File: src/rtl/decoder_scan_driver_pkg.sv
// Shared types and channel-priority helper for the v74x139 scan sequencer.
package decoder_scan_driver_pkg;

  typedef enum logic [1:0] {
    StIdle   = 2'd0,
    StActive = 2'd1,
    StBlank  = 2'd2
  } scan_state_e;

  // Bit 2 set marks "no channel found"; bits [1:0] are the channel index otherwise.
  localparam logic [2:0] CH_NONE = 3'b100;

  // Lowest set bit of mask at or above index from; CH_NONE if there is none.
  function automatic logic [2:0] next_channel(input logic [3:0] mask, input logic [2:0] from);
    logic [2:0] ch;
    ch = CH_NONE;
    for (int i = 3; i >= 0; i--) begin
      if (i >= int'(from) && mask[i]) begin
        ch = 3'(i);
      end
    end
    return ch;
  endfunction

endpackage

File: src/rtl/decoder_scan_driver_dwell_counter.sv
// Loadable saturating down-counter; used for both the dwell and the blank interval.
module decoder_scan_driver_dwell_counter #(
  parameter int unsigned W = 16
) (
  input  logic         clk_i,
  input  logic         rst_i,
  input  logic         load_i,
  input  logic [W-1:0] load_val_i,
  input  logic         en_i,
  output logic         zero_o
);

  logic [W-1:0] count_q;

  // Load wins over decrement; the count sticks at zero instead of wrapping.
  always_ff @(posedge clk_i) begin
    if (rst_i) begin
      count_q <= '0;
    end else if (load_i) begin
      count_q <= load_val_i;
    end else if (en_i && count_q != '0) begin
      count_q <= count_q - W'(1);
    end
  end

  assign zero_o = (count_q == '0);

endmodule

File: src/rtl/decoder_scan_driver.sv
// Scan sequencer driving G/A/B of a v74x139: dwell on each enabled channel, optional blank gap,
// one-shot or continuous frames, immediate stop.
module decoder_scan_driver
  import decoder_scan_driver_pkg::*;
#(
  parameter int unsigned DWELL_W = 16,
  parameter int unsigned BLANK_W = 4
) (
  input  logic               clk,
  input  logic               reset,
  input  logic               start,
  input  logic               stop,
  input  logic               cont,
  input  logic [3:0]         mask,
  input  logic [DWELL_W-1:0] dwell,
  input  logic [BLANK_W-1:0] blank,
  output logic               G,
  output logic               A,
  output logic               B,
  output logic               busy,
  output logic               frame_done
);

  scan_state_e state_q;
  logic [3:0]  mask_q;

  logic               dwell_zero;
  logic               blank_zero;
  logic [2:0]         cur_ch;
  logic [2:0]         nxt_ch;
  logic [2:0]         first_ch;
  logic [1:0]         tgt_ch;
  logic [DWELL_W-1:0] dwell_min;
  logic [DWELL_W-1:0] dwell_load_val;
  logic               period_end;
  logic               go_blank;
  logic               launch;
  logic               step;
  logic               frame_end;
  logic               wrap;
  logic               cnt_load;
  logic               dwell_en;
  logic               blank_en;

  always_comb begin
    cur_ch     = {1'b0, B, A};
    nxt_ch     = next_channel(mask_q, cur_ch + 3'd1);
    first_ch   = next_channel(mask, 3'd0);
    dwell_min  = (dwell == '0) ? DWELL_W'(1) : dwell;

    go_blank   = (state_q == StActive) && dwell_zero && !blank_zero;
    period_end = ((state_q == StActive) && dwell_zero && blank_zero) ||
                 ((state_q == StBlank) && blank_zero);
    launch     = (state_q == StIdle) && start && (first_ch != CH_NONE);
    step       = period_end && (nxt_ch != CH_NONE);
    frame_end  = period_end && (nxt_ch == CH_NONE);
    wrap       = frame_end && cont && (first_ch != CH_NONE);
    tgt_ch     = step ? nxt_ch[1:0] : first_ch[1:0];

    cnt_load   = !stop && (launch || step || wrap);
    // The frame_done cycle of a continuous scan already shows the first channel with G low,
    // so that channel gets one extra active cycle on top of its dwell.
    dwell_load_val = wrap ? dwell_min : dwell_min - DWELL_W'(1);
    dwell_en   = (state_q == StActive) && !dwell_zero;
    // Blank count is sampled on ACTIVE entry and already steps once on the way into BLANK.
    blank_en   = go_blank || ((state_q == StBlank) && !blank_zero);
  end

  decoder_scan_driver_dwell_counter #(
    .W (DWELL_W)
  ) u_dwell_cnt (
    .clk_i      (clk),
    .rst_i      (reset),
    .load_i     (cnt_load),
    .load_val_i (dwell_load_val),
    .en_i       (dwell_en),
    .zero_o     (dwell_zero)
  );

  decoder_scan_driver_dwell_counter #(
    .W (BLANK_W)
  ) u_blank_cnt (
    .clk_i      (clk),
    .rst_i      (reset),
    .load_i     (cnt_load),
    .load_val_i (blank),
    .en_i       (blank_en),
    .zero_o     (blank_zero)
  );

  always_ff @(posedge clk) begin
    if (reset) begin
      state_q    <= StIdle;
      mask_q     <= '0;
      G          <= 1'b1;
      A          <= 1'b0;
      B          <= 1'b0;
      busy       <= 1'b0;
      frame_done <= 1'b0;
    end else begin
      frame_done <= 1'b0;
      if (stop) begin
        state_q <= StIdle;
        G       <= 1'b1;
        busy    <= 1'b0;
      end else if (launch || step || wrap) begin
        state_q <= StActive;
        G       <= 1'b0;
        busy    <= 1'b1;
        {B, A}  <= tgt_ch;
        if (launch || wrap) begin
          mask_q <= mask;
        end
        if (wrap) begin
          frame_done <= 1'b1;
        end
      end else if (go_blank) begin
        state_q <= StBlank;
        G       <= 1'b1;
      end else if (frame_end) begin
        state_q    <= StIdle;
        G          <= 1'b1;
        busy       <= 1'b0;
        frame_done <= 1'b1;
      end
    end
  end

endmodule

File: config.mk
export PLATFORM = sky130hd
export DESIGN_NAME = decoder_scan_driver
export DESIGN_NICKNAME = d
export VERILOG_FILES = /design/src/rtl/decoder_scan_driver_pkg.sv /design/src/rtl/decoder_scan_driver_dwell_counter.sv /design/src/rtl/decoder_scan_driver.sv
export SDC_FILE = /design/constraint.sdc
export NUM_CORES = 1
export LEC_CHECK = 0
export CAP_MARGIN = 20
export CORE_MARGIN = 1
export CORE_UTILIZATION = 40
export DETAILED_ROUTE_END_ITERATION = 8
export PLACE_DENSITY_LB_ADDON = 0.15
export SLEW_MARGIN = 5
export SYNTH_ARGS = -nofsm -noshare
export SYNTH_HDL_FRONTEND = slang
export SYNTH_SLANG_ARGS = --single-unit
File: constraint.sdc
create_clock -name clk -period 2.85 [get_ports clk]
set_clock_uncertainty 0.15 [all_clocks]
set_input_delay 0.57 -clock clk [delete_from_list [all_inputs] [get_ports clk]]
set_output_delay 0.57 -clock clk [all_outputs]
set_load 0.02 [all_outputs]
* Word level (Yosys, flattened, before mapping)
Index checks and enable logic that the tools add are counted.
** Cells by class
- Add/sub/neg operators :: 4
- Order comparisons :: 4
- Equal/unequal tests :: 6
- Multiplexer cells :: 28
- Bitwise operators :: 1
- Reduce and logical (&&, ||, !) cells :: 43
** Operator list (count)
- $mux 16 :: 4
- $logic_not 16->1 :: 2
- $sub 16x1->16 const B :: 2
- $mux 3 :: 8
- $logic_and 1x1->1 :: 19
- $reduce_bool 16->1 :: 1
- $mux 1 :: 11
- $mux 4 :: 2
- $reduce_bool 2->1 :: 4
- $ge 1x3->1 const A :: 2
- $ge 2x3->1 const A :: 2
- $mux 2 :: 3
- $ne 3x3->1 const B :: 2
- $logic_or 1x1->1 :: 5
- $logic_not 4->1 :: 1
- $reduce_and 2->1 :: 2
- $reduce_bool 4->1 :: 1
- $sub 4x1->4 const B :: 1
- $add 2x1->3 const B :: 1
- $eq 3x3->1 const B :: 1
- $logic_not 1->1 :: 3
- $reduce_and 3->1 :: 1
- $reduce_bool 3->1 :: 1
- $reduce_or 3->1 :: 1
- 6 further kinds :: 6
** Word-level totals
- Flip-flop bits (word level) :: 31
- Output and inout port bits :: 5

* Longest topological paths before layout
- Depth after elaboration :: 14
- Mapped depth :: 11

* Hierarchy
A second synthesis with hierarchy kept.
** Second synthesis, totals
- Cell total of the unflattened synthesis :: 270
- Area total of the unflattened synthesis :: 2167.1 um2
** By module, submodules not included
- decoder_scan_driver :: instances 1, cells each 127, area an instance 959.7 um2, seq. area each 200.2 um2
- decoder_scan_driver_dwell_counter (u_dwell_cnt) :: instances 1, cells each 114, area an instance 944.7 um2, seq. area each 320.3 um2
- decoder_scan_driver_dwell_counter (u_blank_cnt) :: instances 1, cells each 29, area an instance 262.8 um2, seq. area each 80.1 um2

* Worst setup path after synthesis
OpenSTA, ideal clock, no wires.
- Kind :: in2reg
- From :: input port dwell[8]
- To :: register u_dwell_cnt.count_q[4]
- Setup time :: 81 ps
- Arrival :: 2079 ps
- Path slack :: 540 ps
- Cell stages on the path :: 8
- Cells stage by stage :: nor4_1 > and3_1 > a31oi_1 > ha_1 > nand2_1 > a21oi_1 > xnor2_1 > a211oi_2
** On the way
- Word-level cells in the longest chain between the ends :: 5
** RTL lines
- start: declaration :: line decoder_scan_driver.sv:15 : input logic [DWELL_W-1:0] dwell,
- $logic_not 16->1 * :: line decoder_scan_driver.sv:49 : dwell_min = (dwell == '0) ? DWELL_W'(1) : dwell;
- $mux 16 * :: line decoder_scan_driver.sv:49
- $sub 16x1->16 :: line decoder_scan_driver.sv:63 : dwell_load_val = wrap ? dwell_min : dwell_min - DWELL_W'(1);
- $mux 16 * :: line decoder_scan_driver.sv:63
- $mux 16 * :: line decoder_scan_driver_dwell_counter.sv:19 : end else if (load_i) begin
- end signal: assignment :: line decoder_scan_driver_dwell_counter.sv:20 : count_q <= load_val_i;
- end signal: assignment :: line decoder_scan_driver_dwell_counter.sv:22 : count_q <= count_q - W'(1);
- end: declaration :: line decoder_scan_driver_dwell_counter.sv:13 : logic [W-1:0] count_q;
Every way passes the cells marked *; elsewhere a longest branch is shown, timed or not.
A chain may end at the register's enable or synchronous reset.

* Worst setup path after layout
- From :: input port dwell[6]
- To :: register u_dwell_cnt.count_q[6]
** On the way
- Word-level cells in the longest chain between the ends :: 5
** RTL lines (line)
- $logic_not 16->1 :: decoder_scan_driver.sv:49
- $mux 16 * :: decoder_scan_driver.sv:49
- $sub 16x1->16 :: decoder_scan_driver.sv:63
- $mux 16 * :: decoder_scan_driver.sv:63
- $mux 16 * :: decoder_scan_driver_dwell_counter.sv:19
Marks and branches as above.

==> out/results.ini <==
[clocking]
clkTransAtPathRegs_ns = 0.07
cts_root_buffer = clkbuf_8
cts_setup_buffers = 0
cts_tree = built
clk-insertion-delay-late_ns = 0.28
holdBufCountCts = 0
cts_sinks = 30
cts_buffers = 5
cts_resized = 0
htreeDepth = 2
clock_path_buffers = 2

[floorplanning]
die_area_um2 = 6090
die_width_um = 78.1
die_y_um = 78.1
pin_count = 34
rows = 27
core_region_area_um2 = 5540
initial_core_util_pct = 41.8

[timing]
fmax_mhz = 368
whs_ns = 0.336
rsz0062_at_grt = yes
slew_headroom_pct = 51.4
hold_viol = 0
period_share_pct = 95.2
worstMarginPinSlew_ns = 0.724
period_needed_ns = 2.71
maxSlewViolCount = 0
worst_slack_ns = 0.136
finalSetupViolCount = 0

[cells_and_area]
final_nets = 361
stdcell_area_um2 = 2960
syn_to_final_growth_pct = 27.8
seqCellArea_um2 = 601
drive_above_1_share_pct = 19.0
nFillCells = 551
antenna_cells = 0
final_cells = 399
multi_input_area_um2 = 1610

[global_routing]
first_global_vias = 2152
antenna_found_initial = 0
grt_first_pass_wirelength_um = 10300
grt_max_degree = 31
grt_overflow = 0
grtUsageTotal_pct = 21.6

[drt]
vias = 2218
ant_nets = 0
drt_iter0_drc = 84
wl_per_cell_um = 15.5
first_pass_iters = 4
viasPerCell = 5.56
drt-total-wl_um = 6180
drt_drc_violations_left = 0

[critical_path]
critPathRequiredTime_ns = 2.87
crit_path_start_kind = input pin
crit_type = input pin to flop
slowest_stage = clkdlybuf4s50_1
crit_path_max_incr_delay_ns = 0.48
cp_top_family = compound AO/OA/AOI/OAI gates
crit_arrival_ns = 2.73
crit_fanout = 6
cp_cell_sequence = clkdlybuf4s50_1 > nor4_1 > buf_4 > and3_1 > a31oi_2 > ha_1 > nand2_1 > a2111oi_2 > xnor2_1 > a22oi_1
cp.buffers_inverters = 2
critPathCaptureType = flop

[synthesis]
syn-instance-count = 272
ys_seq_area_share_pct = 25.9
netlist_area_um2 = 2310
synthArstFlopShare_pct = 0
ys.flop_type = dfxtp_1
synth_fp_nets = 306
synth_edf_count = 0
ys_ff_latch = 30
ys_types = 63
syn-mean-instance-area_um2 = 8.51
yosys_warnings = 0

[pwr]
power_switching_mw = 0.467
intPower_mw = 0.847
p_seq_share_pct = 39.1
powerDensity_nw_per_um2 = 444
pwr-share-comb_pct = 36.2
p_leak_nw = 1.02
power_mw = 1.31
clkPwrFrac_pct = 24.7
vdd_drop_max_v = 0.000318
p_sw_share_pct = 35.6

[placement]
port_buffers = 33
post-place-ws_ns = -0.192
place_area_um2 = 2880
routabilityCongestion = 0.920
dp_hpwl_um = 4650
dp_cells = 392

[run]
maxCapViolCount = 0

[hold_path]
min_path_type = flop to flop

[status]
outcome = finished clean

-- power by group through the flow --
stage | logic, mW | registers (mW) | clock network (mW)
final | 0.476 | 0.514 | 0.325
after global routing | 0.523 | 0.519 | 0.350
after CTS | 0.475 | 0.513 | 0.337
after detailed placement | 0.470 | 0.521 | 0
after global placement | 0.469 | 0.520 | 0
after floorplan | 0.311 | 0.516 | 0
-- cell usage in the layout (no fill, tap or decap), types with 2 or more instances in the layout --
cell type,n
nor2b_1,2
mux2i_1,3
inv_1,10
buf_4,26
nor4_1,5
nand3b_1,2
clkbuf_1,2
nand2_1,12
nor3_1,12
nand4_1,8
nor2_1,38
clkbuf_8,5
a21oi_1,11
xnor2_1,15
a211oi_2,12
and3_1,3
or4_1,2
ha_1,5
a211oi_1,4
clkdlybuf4s50_1,33
and2b_1,2
nor4_4,3
o31ai_1,2
a22oi_1,3
a311oi_1,2
o211ai_1,6
and2_1,2
nand2b_1,5
nor3b_2,2
dfxtp_1,30
nand3_1,11
o21ai_0,6
xor2_1,11
-- cells by family after synthesis --
| kind of cell | after synthesis | synth area share (%) |
|---|---|---|
| xor gates and xnor gates | 26 | 9.84 |
| and+or+nand+nor | 118 | 29.2 |
| AOI/OAI and AO/OA | 68 | 26.2 |
| buffers and inverters | 22 | 4.81 |
| DFF | 30 | 25.9 |
| muxes | 3 | 1.30 |
| adders and majority gates | 5 | 2.70 |
-- flip-flops by register name (all words and copies together) (netlist names) --
register             flops
A                        1
u_dwell_cnt.count_q     16
G                        1
state_q                  2
mask_q                   3
frame_done               1
busy                     1
B                        1
u_blank_cnt.count_q      4
-- layout make-up --
| class | count | area share (%) |
|---|---|---|
| Clock buffer | 7 | 2.58 |
| Inverter | 10 | 1.27 |
| Multi-Input combinational cell | 220 | 54.4 |
| Sequential cell | 30 | 20.3 |
| Tap cell | 72 | 3.04 |
| Timing Repair Buffer | 60 | 18.4 |
-- routing by layer --
layer  GRT usage (%)  vias up  share of wire, %  wire [um]
met3            3.72       12               5.1        313
met4            8.52        0               2.2        136
met5               0        -                 0          0
li1                -     1123                 -          -
met2            36.1       48                49       3010
met1            27.5     1035                44       2720
-- Yosys cell counts (3+ instances only) --
| master | count | area (um^2) |
|---|---|---|
| a211oi_1 | 4 | 30.0 |
| a211oi_2 | 12 | 150 |
| a21oi_1 | 11 | 55.1 |
| a22oi_1 | 3 | 22.5 |
| and3_1 | 3 | 18.8 |
| buf_6 | 3 | 33.8 |
| clkbuf_1 | 6 | 22.5 |
| dfxtp_1 | 30 | 601 |
| ha_1 | 5 | 62.6 |
| inv_1 | 10 | 37.5 |
| mux2i_1 | 3 | 30.0 |
| nand2_1 | 12 | 45.0 |
| nand2b_1 | 5 | 31.3 |
| nand3_1 | 11 | 55.1 |
| nand4_1 | 8 | 50.1 |
| nor2_1 | 38 | 143 |
| nor3_1 | 12 | 60.1 |
| nor4_1 | 5 | 31.3 |
| nor4_4 | 3 | 63.8 |
| o211ai_1 | 6 | 45.0 |
| o21ai_0 | 6 | 30.0 |
| xnor2_1 | 15 | 131 |
| xor2_1 | 11 | 96.3 |
-- tightest hold or removal path: cells and delay by family, from the launching register on --
| family | cells | cell delay [ns] |
|---|---|---|
| DFF | 1 | 0.32 |
| and+or+nand+nor | 1 | 0.07 |
| muxes | 1 | 0.06 |
-- worst paths after layout --
path | startpoint | end | slack, ns | depth (start not counted)
max | dwell[6] | u_dwell_cnt.count_q[6]$_SDFFE_PP0P_ | 0.14 | 10
min | mask_q[1]$_SDFFE_PP0P_ | mask_q[1]$_SDFFE_PP0P_ | 0.34 | 2
max reg2reg | u_dwell_cnt.count_q[0]$_SDFFE_PP0P_ | u_dwell_cnt.count_q[1]$_SDFFE_PP0P_ | 0.36 | 9
min reg2reg | mask_q[1]$_SDFFE_PP0P_ | mask_q[1]$_SDFFE_PP0P_ | 0.34 | 2
-- metrics by stage --
step / utilization, % / TNS (ns)
2_1_floorplan: - / 0
3_3_place_gp: 51.9 / -0.843
3_5_place_dp: 51.9 / -0.756
4_1_cts: 53.3 / 0
5_1_grt: 53.4 / -0.00387
6_report: 53.4 / 0
Power figures use the tool's default switching activity.
